===== config.mk =====
export PLATFORM = sky130hd
export DESIGN_NAME = mem_bus_arbiter
export DESIGN_NICKNAME = d
export VERILOG_FILES = /design/src/rtl/arb_pkg.sv /design/src/rtl/mem_bus_arbiter_rr_picker.sv /design/src/rtl/mem_bus_arbiter.sv
export SDC_FILE = /design/constraint.sdc
export NUM_CORES = 1
export LEC_CHECK = 0
export ABC_CLOCK_PERIOD_IN_PS = 1700
export CAP_MARGIN = 25
export CORE_MARGIN = 2
export CORE_UTILIZATION = 55
export CTS_BUF_LIST = sky130_fd_sc_hd__clkbuf_8 sky130_fd_sc_hd__clkbuf_16
export DETAILED_ROUTE_END_ITERATION = 10
export DONT_BUFFER_PORTS = 1
export HOLD_SLACK_MARGIN = 0.12
export PLACE_DENSITY = 0.79
export RECOVER_POWER = 100
export SYNTH_ARGS = -nofsm -noshare
export SYNTH_HDL_FRONTEND = slang
export SYNTH_SLANG_ARGS = --single-unit

===== constraint.sdc =====
create_clock -name clk -period 1.7 [get_ports clk]
set_clock_uncertainty 0.05 [all_clocks]
set_input_delay 0.255 -clock clk [delete_from_list [all_inputs] [get_ports clk]]
set_output_delay 0.255 -clock clk [all_outputs]
set_load 0.005 [all_outputs]

===== src/rtl/arb_pkg.sv =====
// Shared types and helpers for the memory bus arbiter: FSM state encoding,
// default bus widths and the round-robin pointer width.
package arb_pkg;

  typedef enum logic [1:0] {
    IDLE = 2'd0,
    BUSY = 2'd1,
    RESP = 2'd2
  } arb_state_t;

  localparam int ADDR_W_DEF = 16;
  localparam int DATA_W_DEF = 16;

  // A pointer over n requesters; never narrower than one bit.
  function automatic int ptr_width(input int n);
    return (n <= 2) ? 1 : $clog2(n);
  endfunction

endpackage


===== src/rtl/mem_bus_arbiter_rr_picker.sv =====
// Combinational round-robin priority encoder: the first valid requester found
// searching upward from rr_ptr (wrapping) wins.
module rr_picker
  import arb_pkg::*;
#(
  parameter int N  = 2,
  parameter int PW = ptr_width(N)
) (
  input  logic [N-1:0]  valid,
  input  logic [PW-1:0] rr_ptr,
  output logic [N-1:0]  grant,
  output logic [PW-1:0] index,
  output logic          any
);

  logic [PW-1:0] idx;

  always_comb begin
    grant = '0;
    index = '0;
    any   = 1'b0;
    idx   = '0;
    for (int k = 0; k < N; k++) begin
      idx = PW'((int'(rr_ptr) + k) % N);
      if (!any && valid[idx]) begin
        any        = 1'b1;
        grant[idx] = 1'b1;
        index      = idx;
      end
    end
  end

endmodule


===== src/rtl/mem_bus_arbiter.sv =====
// Round-robin arbiter sharing one memory/IO bus between REQ_COUNT requesters.
// Define ARB_TIMEOUT_EN to abort BUSY after TIMEOUT_CYCLES cycles without ack.
module mem_bus_arbiter
  import arb_pkg::*;
#(
  parameter int REQ_COUNT      = 2,
  parameter int ADDR_W         = ADDR_W_DEF,
  parameter int DATA_W         = DATA_W_DEF,
  parameter int TIMEOUT_CYCLES = 64
) (
  input  logic                        clk,
  input  logic                        rst,
  input  logic [REQ_COUNT-1:0]        req_valid,
  input  logic [REQ_COUNT-1:0]        req_write,
  input  logic [REQ_COUNT*ADDR_W-1:0] req_addr,
  input  logic [REQ_COUNT*DATA_W-1:0] req_wdata,
  output logic [REQ_COUNT-1:0]        req_ready,
  output logic [REQ_COUNT-1:0]        rsp_valid,
  output logic [DATA_W-1:0]           rsp_rdata,
  output logic                        rsp_err,
  output logic                        mem_read,
  output logic                        mem_write,
  output logic [ADDR_W-1:0]           mem_addr,
  output logic [DATA_W-1:0]           mem_wdata,
  input  logic [DATA_W-1:0]           mem_rdata,
  input  logic                        mem_ack,
  output logic                        busy
);

  localparam int PW = ptr_width(REQ_COUNT);

  arb_state_t           state_reg, state_next;
  logic [PW-1:0]        rr_ptr_reg, grant_reg, pick_idx, ptr_next;
  logic [REQ_COUNT-1:0] pick_grant;
  logic                 pick_any;
  logic                 write_reg;
  logic [ADDR_W-1:0]    addr_reg;
  logic [DATA_W-1:0]    wdata_reg, rdata_reg;
  logic                 accept, done, timeout_hit;

  rr_picker #(.N(REQ_COUNT), .PW(PW)) u_picker (
    .valid  (req_valid),
    .rr_ptr (rr_ptr_reg),
    .grant  (pick_grant),
    .index  (pick_idx),
    .any    (pick_any)
  );

  assign accept   = (state_reg == IDLE) && pick_any;
  assign done     = (state_reg == BUSY) && (mem_ack || timeout_hit);
  assign ptr_next = (pick_idx == PW'(REQ_COUNT - 1)) ? '0 : pick_idx + PW'(1);

`ifdef ARB_TIMEOUT_EN
  localparam int TW = $clog2(TIMEOUT_CYCLES + 1);
  logic [TW-1:0] tmo_cnt_reg;
  logic          err_reg;

  // The last BUSY cycle before the limit decides; a same-cycle ack still wins.
  assign timeout_hit = (state_reg == BUSY) && (tmo_cnt_reg == TW'(TIMEOUT_CYCLES - 1));

  always_ff @(posedge clk or posedge rst) begin
    if (rst) begin
      tmo_cnt_reg <= '0;
      err_reg     <= 1'b0;
    end else begin
      if (accept)
        tmo_cnt_reg <= '0;
      else if (state_reg == BUSY && !mem_ack)
        tmo_cnt_reg <= tmo_cnt_reg + TW'(1);
      if (done)
        err_reg <= !mem_ack;
    end
  end

  assign rsp_err = err_reg;
`else
  assign timeout_hit = 1'b0;
  assign rsp_err     = 1'b0;
`endif

  always_ff @(posedge clk or posedge rst) begin
    if (rst)
      state_reg <= IDLE;
    else
      state_reg <= state_next;
  end

  always_comb begin
    state_next = state_reg;
    case (state_reg)
      IDLE:    if (pick_any) state_next = BUSY;
      BUSY:    if (mem_ack || timeout_hit) state_next = RESP;
      RESP:    state_next = IDLE;
      default: state_next = IDLE;
    endcase
  end

  always_comb begin
    req_ready = '0;
    mem_read  = 1'b0;
    mem_write = 1'b0;
    busy      = (state_reg != IDLE);
    case (state_reg)
      IDLE: req_ready = pick_grant;
      BUSY: begin
        mem_read  = !write_reg;
        mem_write = write_reg;
      end
      default: ;
    endcase
  end

  always_ff @(posedge clk or posedge rst) begin
    if (rst) begin
      rr_ptr_reg <= '0;
      grant_reg  <= '0;
      write_reg  <= 1'b0;
      addr_reg   <= '0;
      wdata_reg  <= '0;
      rdata_reg  <= '0;
    end else begin
      if (accept) begin
        rr_ptr_reg <= ptr_next;
        grant_reg  <= pick_idx;
        write_reg  <= req_write[pick_idx];
        addr_reg   <= req_addr[int'(pick_idx)*ADDR_W +: ADDR_W];
        wdata_reg  <= req_wdata[int'(pick_idx)*DATA_W +: DATA_W];
      end
      // Writes and timeouts return zero data.
      if (done)
        rdata_reg <= (mem_ack && !write_reg) ? mem_rdata : '0;
    end
  end

  genvar gi;
  generate
    for (gi = 0; gi < REQ_COUNT; gi++) begin : g_rsp
      assign rsp_valid[gi] = (state_reg == RESP) && (grant_reg == PW'(gi));
    end
  endgenerate

  assign mem_addr  = addr_reg;
  assign mem_wdata = wdata_reg;
  assign rsp_rdata = rdata_reg;

endmodule


==> results of run 1 <==
per-stage QoR:
step	total power [uW]	hold slack [ns]	worst slack (ns)	std cells	cell area, sq um
after detailed placement	4070	0.0624	0.129	244	2340
after CTS	5200	0.158	0.0352	336	3320
final	5310	0.164	0.0806	337	3330
after global placement	3910	0.0528	0.205	244	2340
after floorplan	3700	0.294	0.109	208	2360
after global routing	5600	0.210	0.0183	337	3330
worst max-delay path: stages (launching register included):
cell     delay, ns
dfrtp_1       0.43
nor2_4        0.16
and3_1        0.21
buf_12        0.21
cell type report:
cell class | instances | area [sq um] | share of cell area
clock inverter | 3 | 65.1 | 0.0195
sequential | 53 | 1330 | 0.398
tap | 50 | 62.6 | 0.0188
timing repair buffer | 89 | 883 | 0.265
multi-input combinational | 133 | 903 | 0.271
clock buffer | 5 | 68.8 | 0.0207
inverter | 4 | 18.8 | 0.00564
report_power, final:
part | total [uW] | leakage, uW | switching [uW] | internal [uW]
Combinational | 1890 | 0.000735 | 971 | 918
Sequential | 2430 | 0.000663 | 562 | 1870
Clock | 985 | 0.0000681 | 400 | 585
per-layer routing:
| layer | track usage | wire length, microns | up-vias |
|---|---|---|---|
| met5 | 0 | 0 | - |
| met4 | 0.100 | 225 | 0 |
| met3 | 0.109 | 825 | 22 |
| met2 | 0.520 | 3650 | 157 |
| met1 | 0.344 | 2630 | 1000 |
| li1 | - | - | 926 |
what timing repair did:
| item | CTS | global route |
|---|---|---|
| setup buffers | 0 | 0 |
| setup endpoints to repair | 0 | 3 |
| hold buffers | 84 | 0 |
| hold endpoints to repair | 79 | 0 |
| gates resized for setup | 0 | 2 |
layout by cell type (no fill, tap or decap):
master         synthesis  routed
a221o_1               33      33
clkbuf_8               0       5
o21a_1                33      33
dlygate4sd3_1          0      84
and3b_2                1       1
nor2_1                 2       2
and3_4                 1       1
nor2_2                 2       1
inv_2                  1       1
nand2_1               33      33
clkbuf_2               0       2
buf_4                  1       1
clkinv_2               0       1
dfrtp_1               53      53
bufinv_16              0       2
inv_1                  2       2
o22ai_1                1       1
nor2_4                 0       1
and3_1                 1       1
or2b_1                 1       1
nor3b_1                1       1
conb_1                 1       1
buf_2                  6       1
nand2b_1               3       3
and3_2                 0       1
buf_12                 0       1
o21ai_0               18      18
clkinvlp_4             0       1
nand3b_1               1       1
path summary, 6_finish.rpt:
kind                       depth (start not counted)  slack (ns)    startpoint           end
setup / recovery                                   3        0.08  state_reg[1]  req_ready[0]
hold / removal                                     3        0.16  req_valid[0]    rr_ptr_reg
setup reg to reg                                   4        0.09  state_reg[1]  mem_addr[13]
hold reg to reg                                    2        0.47  rsp_rdata[6]  rsp_rdata[6]
max in group asynchronous                          3        0.25           rst  mem_addr[10]
min in group asynchronous                          2        0.40           rst  rsp_rdata[3]
cells by family (layout without fill, tap and decap cells):
| group | after synthesis | after routing | synth area share |
|---|---|---|---|
| buffers and inverters | 23 | 101 | 0.0619 |
| AO/OA/AOI/OAI | 85 | 85 | 0.285 |
| other | 1 | 1 | 0.00159 |
| flip-flops | 53 | 53 | 0.561 |
| AND/OR/NAND/NOR | 46 | 47 | 0.0900 |
==> summary.md, run 1 <==
| Metric | Value |
|---|---|
| Crit Path Max Fanout | `35` |
| Slew headroom | `0.581` |
| Remaining antenna violation count | `0` |
| Synthesized area per cell | `about 11 sq um` |
| Critical path class | `reg -> out` |
| Max Clk Rate | `0.617 GHz` |
| Post-synthesis sequential area ratio | `0.561` |
| Slew Viols, Final | `0` |
| DIE AREA | `around 4800 sq um` |
| CP endpoint kind | `output pin` |
| Top post-synthesis cells by count | `dfrtp_1, a221o_1, nand2_1, o21a_1, o21ai_0` |
| Most frequent cell after synthesis | `dfrtp_1` |
| Top cell type's share of synthesized area | `0.561` |
| Worst-path clk slew | `0.09 ns` |
| Max IR drop VDD | `roughly 900 uV` |
| Pleak | `0.00147 uW` |
| Latest clock arrival within the worst-skew pair | `0.30 ns` |
| Cell Area, Synth | `2360 sq um` |
| Initial antenna violation count | `0` |
| Post-DR wirelength/cell | `about 22 microns` |
| Global routing usage summed across all routing layers | `0.300` |
| Fillers | `about 200` |
| Post-synth EDFFs | `0` |
| TritonCTS clock tree | `yes` |
| Worst Max-Slew Pin Slew | `about 0.63 ns` |
| Antenna diode count | `0` |
| Min-delay worst type | `in -> reg` |
| Largest net degree at the start of global routing | `38` |
| Final Hold Fails | `0` |
| # nets final | `373` |
| Die width | `just under 70 microns` |
| Crit path required time | `approximately 1.4 ns` |
| Drt via density | `6.25` |
| Synth Warn # | `0` |
| Max cap viols | `0` |
| Final Setup Violations | `0` |
| CTS Buf Count | `5` |
| Synth unique cells | `24` |
| Pwr/cell area | `1600 nW/um^2` |
| GP Congestion | `~0.79` |
| Synth Flop Type | `dfrtp_1` |
| IO buf count | `0` |
| Routed via count | `approximately 2100` |
| Status | `complete, no violations` |
| Vias in the first global route | `around 2100` |
| Post-layout util | `0.820` |
| Iter 0 DRT Violations | `~160` |
| Ys async rst share | `1.00` |
| Final Cycle Share | `0.953` |
| Post-layout min period | `about 1.6 ns` |
| Data arrival, critical path | `1.31 ns` |
| Top cell type by total area after synthesis | `dfrtp_1` |
| Die Y | `about 70 microns` |
| DRC | `0` |
| Synth top area cells | `dfrtp_1, a221o_1, o21a_1` |
| Sink Count | `53` |
| Synthesized instance count | `around 210` |
| Detailed-route wire length | `around 7.3 mm` |
| Number of cell rows | `23` |
| H-tree levels | `2` |
| Layout area overhead | `40.8%` |
| CTS root buf | `clkbuf_8` |
| First-pass GRT wire length | `about 11 mm` |
| CTS max path bufs | `2` |
| Share of cells above drive strength 1 | `0.0697` |
| Ports | `between 100 and 150` |
| Synthesis-stage register bit count | `between 50 and 60` |
| Post-DP HPWL | `3.96 mm` |
| Post-Syn Nets | `approximately 300` |
| Final TNS setup | `0 ns` |
| Grt ovf | `0` |
| RSZ-0062 raised after global routing | `no` |
| Number of iterations in the first detailed-routing pass | `4` |
| Core Region | `approximately 4100 sq um` |
| Starting Density | `0.582` |
| CP startpoint kind | `flip-flop` |
Note: power is estimated with default switching activity, not from simulation.
==> run 2: changes to the inputs <==
HOLD_SLACK_MARGIN = 0.06   (was 0.12)
==> run 2 against run 1 <==
- combinational power barely moved
- sequential power barely moved
- sequential share of layout area rose by 1.6 points
- first-iteration DRC count fell by 13%
- critical path type unchanged
- clock power rose by 0.8%
- flip-flop and latch count did not move
- final cell count fell by 3.9%
- register-to-register slack barely moved
- core utilization fell by 3.2 points
- via count rose by 1.0%
- worst setup slack barely moved
==> summary.md, run 2 (synthesis gave the netlist of run 1 again) <==
| Metric | Value |
|---|---|
| Crit Reg-Reg Endpoint | `mem_wdata[7] (was mem_addr[13])` |
| Max Clk Rate | `0.617 GHz (about the same)` |
| Post-route cell area | `3200 sq um (was 3330 sq um)` |
| Layout Cells excl Fill | `324 (was 337)` |
| Post-DP HPWL | `3.96 mm (unchanged)` |
| Hold EP | `rsp_rdata[8] (was rr_ptr_reg)` |
| Antenna diode count | `0 (unchanged)` |
| Crit path required time | `1.39 ns (about the same)` |
| CTS max path bufs | `2 (unchanged)` |
| IO buf count | `0 (unchanged)` |
| Final Setup Violations | `0 (unchanged)` |
| Latest clock arrival within the worst-skew pair | `0.30 ns (about the same)` |
| # nets final | `360 (was 373)` |
| Max IR drop VDD | `910 uV (was 925 uV)` |
| Hold Path Depth | `2 (was 3)` |
| Commonest non-fill, non-tap cells in the layout | `dlygate4sd3_1, dfrtp_1, nand2_1, o21a_1, a221o_1 (unchanged)` |
| Worst Max-Slew Pin Slew | `0.620 ns (was 0.628 ns)` |
| Die width | `69.6 microns (unchanged)` |
| Data arrival, critical path | `1.31 ns (about the same)` |
| Post-CTS setup buffer count | `0 (unchanged)` |
| Grt ovf | `0 (unchanged)` |
| Critical path class | `reg -> out (unchanged)` |
| Internal power component | `3360 uW (was 3380 uW)` |
| Final Hold Fails | `0 (unchanged)` |
| Min-delay worst type | `in -> reg (unchanged)` |
| Core Region | `4060 sq um (unchanged)` |
| Die Y | `69.6 microns (unchanged)` |
| TritonCTS clock tree | `yes (unchanged)` |
| CP startpoint kind | `flip-flop (unchanged)` |
| Most common cell after layout, fill and taps aside | `dlygate4sd3_1 (unchanged)` |
| Detailed-route wire length | `7.40 mm (was 7.33 mm)` |
| DIE AREA | `4840 sq um (unchanged)` |
| Worst-path clk slew | `0.09 ns (about the same)` |
| Final TNS setup | `0 ns (unchanged)` |
| H-tree levels | `2 (unchanged)` |
| CTS root buf | `clkbuf_8 (unchanged)` |
| Final Total Pwr | `5320 uW (was 5310 uW)` |
| Layout area overhead | `35.3% (was 40.8%)` |
| Status | `complete, no violations (unchanged)` |
| First-pass GRT wire length | `11.0 mm (was 11.2 mm)` |
| Multi-input gate area | `903 sq um (unchanged)` |
| Largest net degree at the start of global routing | `38 (unchanged)` |
| Sequential cell area | `1330 sq um (unchanged)` |
| Routed via count | `2126 (was 2105)` |
| Pwr/cell area | `1660 nW/um^2 (was 1600 nW/um^2)` |
| Crit Path Max Fanout | `35 (unchanged)` |
| Register-to-register setup slack | `0.10 ns (was 0.09 ns)` |
| Vias in the first global route | `2097 (was 2103)` |
| Number of iterations in the first detailed-routing pass | `4 (unchanged)` |
| Final Cycle Share | `0.953 (about the same)` |
| Remaining antenna violation count | `0 (unchanged)` |
| Share of cells above drive strength 1 | `0.0730 (was 0.0697)` |
| Max cap viols | `0 (unchanged)` |
| RSZ-0062 raised after global routing | `no (unchanged)` |
| Reg-to-reg startpoint | `state_reg[1] (unchanged)` |
| Iter 0 DRT Violations | `136 (was 157)` |
| Slew headroom | `0.586 (was 0.581)` |
| CP endpoint kind | `output pin (unchanged)` |
| Gate power share | `0.353 (was 0.356)` |
| Pleak | `0.00141 uW (was 0.00147 uW)` |
| Area post-placement | `2340 sq um (unchanged)` |
| Switching Fraction | `0.369 (was 0.364)` |
| GP Congestion | `0.789 (unchanged)` |
| Number of cell rows | `23 (unchanged)` |
| CTS Buf Count | `5 (unchanged)` |
| Drt via density | `6.56 (was 6.25)` |
| Hold Path Origin | `mem_rdata[8] (was req_valid[0])` |
| Switch Pwr | `1960 uW (was 1930 uW)` |
| Slew Viols, Final | `0 (unchanged)` |
| Post-layout min period | `1.62 ns (about the same)` |
| Post-DR wirelength/cell | `22.8 microns (was 21.8 microns)` |
| R2R depth | `4 (unchanged)` |
| Initial antenna violation count | `0 (unchanged)` |
| Fillers | `228 (was 201)` |
| Starting Density | `0.582 (unchanged)` |
| Global routing usage summed across all routing layers | `0.295 (was 0.300)` |
| DRC | `0 (unchanged)` |
| Clock power share | `0.187 (was 0.186)` |
| Sink Count | `53 (unchanged)` |
| Inst Count DP | `244 (unchanged)` |
| Register share of total power | `0.460 (was 0.459)` |
| Ports | `143 (unchanged)` |
==> run 2: cell types whose count changed in the layout (fill, tap and decap cells not counted), sizes merged <==
cell / previous run / this run
dlygate4sd3: 84 / 71
==> run 2: timing repair <==
item / 4_1_cts / 5_1_grt
endpoints found under the setup margin: 0 / 2
endpoints found under the hold margin: 54 / 2
gates resized for setup: 0 / 2
hold buffers: 68 / 3
==> run 2: final cells by class <==
| type | count | share of cell area |
|---|---|---|
| sequential | 53 | 0.415 |
| multi-input combinational | 133 | 0.282 |
| timing repair buffer | 76 | 0.236 |
| clock buffer | 5 | 0.0215 |
| clock inverter | 3 | 0.0203 |
| tap | 50 | 0.0196 |
| inverter | 4 | 0.00587 |
==> run 2: routing by layer <==
metal,share of wire,global-route usage,routed length (microns)
met2,0.50,0.503,3690
met3,0.11,0.0945,799
met4,0.030,0.113,221
met5,0,0,0
met1,0.36,0.347,2690
==> run 2: power by group through the flow <==
stage,Clock [uW],Combinational [uW],Sequential [uW]
global route,1040,2060,2500
global placement,0,1510,2390
detailed placement,0,1650,2420
floorplan,0,1450,2250
finish,993,1880,2450
CTS,989,1770,2410
==> run 2: stage by stage <==
step | setup WS, ns | hold slack [ns] | utilization
floorplan | 0.109 | 0.294 | -
global placement | 0.205 | 0.0528 | 0.578
detailed placement | 0.129 | 0.0624 | 0.578
CTS | 0.0352 | 0.0602 | 0.779
global route | 0.0198 | 0.0618 | 0.788
finish | 0.0801 | 0.0607 | 0.788
==> run 2: critical path, cell delays in order, from the launching register on <==
cell     delay, ns
dfrtp_1       0.44
nor2_4        0.16
and3_1        0.21
buf_12        0.21
==> run 2: how the worst max path moves through the flow <==
stage                 start           end  slack, ns
3_5_place_dp   state_reg[1]   mem_addr[9]       0.13
4_1_cts        state_reg[1]  req_ready[1]       0.04
6_report       state_reg[1]  req_ready[0]       0.08
2_1_floorplan           rst     grant_reg       0.11
3_3_place_gp   state_reg[1]  mem_addr[11]       0.20
5_1_grt                 rst  mem_addr[10]       0.02
==> run 3: changes to the inputs <==
--- a/config.mk
+++ b/config.mk
@@ -11,4 +11,5 @@
 export CORE_UTILIZATION = 55
 export CTS_BUF_LIST = sky130_fd_sc_hd__clkbuf_8 sky130_fd_sc_hd__clkbuf_16
+export CTS_CLUSTER_SIZE = 12
 export DETAILED_ROUTE_END_ITERATION = 10
 export DONT_BUFFER_PORTS = 1
==> constraint.sdc (replaced) <==
create_clock -name clk -period 1.7 [get_ports clk]
set_clock_uncertainty 0.05 [all_clocks]
set_input_delay 0.51 -clock clk [delete_from_list [all_inputs] [get_ports clk]]
set_output_delay 0.51 -clock clk [all_outputs]
set_load 0.005 [all_outputs]
==> run 3 against run 2 <==
- flip-flop and latch count stayed put
- final cell count is 21% lower
- global-route usage is 7.0 points lower
- cell area is 21% lower
- non-clock buffer count is 67 lower
- combinational power is 11% lower
- die area stayed put
- first-iteration DRC count is 30% lower
- via count is 21% lower
- worst hold slack better by 0.19 ns
- clock power is 2% lower
- clock-buffer cell count stayed put
- critical endpoint is now mem_read
- largest cell class unchanged
==> summary.md, run 3 (synthesis gave the netlist of run 1 again) <==
| Metric | Value |
|---|---|
| Final Setup Violations | `0 (unchanged)` |
| R2R depth | `4 (unchanged)` |
| Critical path class | `reg -> out (unchanged)` |
| Post-DP HPWL | `3.80 mm (was 3.96 mm)` |
| Final TNS setup | `0 ns (unchanged)` |
| TritonCTS clock tree | `yes (unchanged)` |
| Pwr/cell area | `2000 nW/um^2 (was 1660 nW/um^2)` |
| CTS max path bufs | `2 (unchanged)` |
| Global routing usage summed across all routing layers | `0.225 (was 0.295)` |
| Most common cell after layout, fill and taps aside | `dfrtp_1 (was dlygate4sd3_1)` |
| RSZ-0062 raised after global routing | `yes (was no)` |
| First-pass GRT wire length | `8.74 mm (was 11.0 mm)` |
| Worst path depth | `2 (was 3)` |
| Max IR drop VDD | `1050 uV (was 910 uV)` |
| CTS Buf Count | `5 (unchanged)` |
| Layout area overhead | `6.56% (was 35.3%)` |
| CP startpoint kind | `flip-flop (unchanged)` |
| Post-layout min period | `1.69 ns (was 1.62 ns)` |
| Vias in the first global route | `1738 (was 2097)` |
| Remaining antenna violation count | `0 (unchanged)` |
| Worst Max-Slew Pin Slew | `1.27 ns (was 0.620 ns)` |
| Slowest stage delay, CP | `0.41 ns (was 0.44 ns)` |
| Max cap viols | `0 (unchanged)` |
| Sink Count | `53 (unchanged)` |
| Slew headroom | `0.152 (was 0.586)` |
| Number of cell rows | `23 (unchanged)` |
| Sequential cell area | `1330 sq um (unchanged)` |
| Setup crit end | `mem_read (was req_ready[0])` |
| Final Cycle Share | `0.992 (was 0.953)` |
| H-tree levels | `2 (unchanged)` |
| Crit Path Max Fanout | `3 (was 35)` |
| Critical path startpoint | `state_reg[0] (was state_reg[1])` |
| Die Y | `69.6 microns (unchanged)` |
| IO buf count | `0 (unchanged)` |
| GP Congestion | `0.794 (was 0.789)` |
| Max Clk Rate | `0.593 GHz (was 0.617 GHz)` |
| Status | `complete, no violations (unchanged)` |
| Commonest non-fill, non-tap cells in the layout | `dfrtp_1, nand2_1, o21a_1, a221o_1, o21ai_0 (was dlygate4sd3_1, dfrtp_1, nand2_1, o21a_1, a221o_1)` |
| Largest net degree at the start of global routing | `54 (was 38)` |
| Starting Density | `0.582 (unchanged)` |
| Routed via count | `1681 (was 2126)` |
| Core Region | `4060 sq um (unchanged)` |
| # nets final | `292 (was 360)` |
| Share of cells above drive strength 1 | `0.121 (was 0.0730)` |
| Post-DR wirelength/cell | `20.8 microns (was 22.8 microns)` |
| Crit Reg-Reg Endpoint | `mem_addr[4] (was mem_wdata[7])` |
| Register-to-register setup slack | `0.14 ns (was 0.10 ns)` |
| Kind of cell adding the most delay to the critical path | `simple AND/OR/NAND/NOR gates (was flip-flops)` |
| Final Hold Fails | `0 (unchanged)` |
| CTS root buf | `clkbuf_8 (unchanged)` |
| Ports | `143 (unchanged)` |
| DIE AREA | `4840 sq um (unchanged)` |
| Worst-path clk slew | `0.09 ns (about the same)` |
| Grt ovf | `0 (unchanged)` |
| Inst Count DP | `246 (was 244)` |
| Crit path required time | `1.14 ns (was 1.39 ns)` |
| Drt via density | `6.57 (was 6.56)` |
| Antenna diode count | `0 (unchanged)` |
| CP endpoint kind | `output pin (unchanged)` |
| Number of iterations in the first detailed-routing pass | `4 (unchanged)` |
| Iter 0 DRT Violations | `95 (was 136)` |
| Multi-input gate area | `906 sq um (was 903 sq um)` |
| DRC | `0 (unchanged)` |
| Data arrival, critical path | `1.13 ns (was 1.31 ns)` |
| Crit-path cells | `or2b_1 -> nor2_2 (was nor2_4 -> and3_1 -> buf_12)` |
| Latest clock arrival within the worst-skew pair | `0.30 ns (about the same)` |
| Worst path buffer plus inverter count | `0 (was 1)` |
| Detailed-route wire length | `5.32 mm (was 7.40 mm)` |
| Slew Viols, Final | `0 (unchanged)` |
| Min-delay worst type | `in -> reg (unchanged)` |
| Slowest cell on crit path | `dfrtp_1 (unchanged)` |
| Fillers | `311 (was 228)` |
| Reg-to-reg startpoint | `state_reg[1] (unchanged)` |
| Pleak | `0.00113 uW (was 0.00141 uW)` |
| Initial antenna violation count | `0 (unchanged)` |
| Die width | `69.6 microns (unchanged)` |
| Layout Cells excl Fill | `256 (was 324)` |
| Hold Path Depth | `1 (was 2)` |
==> run 3: cell types whose count changed in the layout (fill, tap and decap cells not counted), sizes merged <==
cell / delta
clkbuf: +2
dlygate4sd3: -71
clkinv: +1
inv: -1
buf: +2
and3: -1
==> run 3: worst reg2reg max path: cells and delay by family (launching register included) <==
family	cells	cell delay [ns]
AOI/OAI and AO/OA	1	0.24
and+or+nand+nor	2	0.40
buffers and inverters	1	0.39
DFF	1	0.42
==> run 3: cell type report <==
type	instances	share of cell area
clock buffers	5	0.0273
clock inverters	3	0.0258
inverters	4	0.00745
multi-input cells	132	0.360
flip-flops and latches	53	0.527
well taps	50	0.0248
repair buffers	9	0.0283
==> run 3: how the worst min path moves through the flow <==
| stage | end | start | slack, ns |
|---|---|---|---|
| 4_1_cts | mem_addr[12] | rst | 0.1 |
| 2_1_floorplan | rsp_rdata[0] | rsp_rdata[0] | 0.42 |
| 6_report | state_reg[0] | mem_ack | 0.25 |
| 3_3_place_gp | mem_addr[9] | rst | 0.42 |
| 5_1_grt | state_reg[0] | mem_ack | 0.21 |
| 3_5_place_dp | mem_addr[3] | rst | 0.43 |
==> run 3: what timing repair did <==
item                                    4_1_cts  5_1_grt
buffers inserted                              2        0
hold buffers                                  0        0
resized for setup                             4        3
endpoints found under the setup margin        5        7
hold endpoints to repair                      0        0
pin swaps                                     1        2
==> run 3: power by group <==
group / leakage [uW] / switching [uW] / internal [uW]
Clock: 0.0000681 / 388 / 585
Combinational: 0.000394 / 862 / 809
Sequential: 0.000663 / 512 / 1870
Total: 0.00113 / 1760 / 3270
==> run 3: stage by stage <==
step / setup WS, ns / power, uW / instance area [sq um] / hold slack [ns] / utilization
3_5_place_dp: 0.135 / 4100 / 2400 / 0.428 / 0.592
3_3_place_gp: 0.213 / 3960 / 2400 / 0.417 / 0.592
6_report: 0.0141 / 5030 / 2520 / 0.247 / 0.621
2_1_floorplan: 0.151 / 3700 / 2370 / 0.423 / -
5_1_grt: -0.0516 / 5400 / 2520 / 0.214 / 0.621
4_1_cts: -0.00833 / 5130 / 2560 / 0.0973 / 0.632
==> run 3: routing by layer <==
| layer | track usage | up-vias | wire (microns) |
|---|---|---|---|
| met3 | 0.0916 | 2 | 546 |
| met2 | 0.375 | 96 | 2710 |
| met4 | 0.0458 | 0 | 23 |
| met1 | 0.276 | 823 | 2040 |
| met5 | 0 | - | 0 |
| li1 | - | 760 | - |
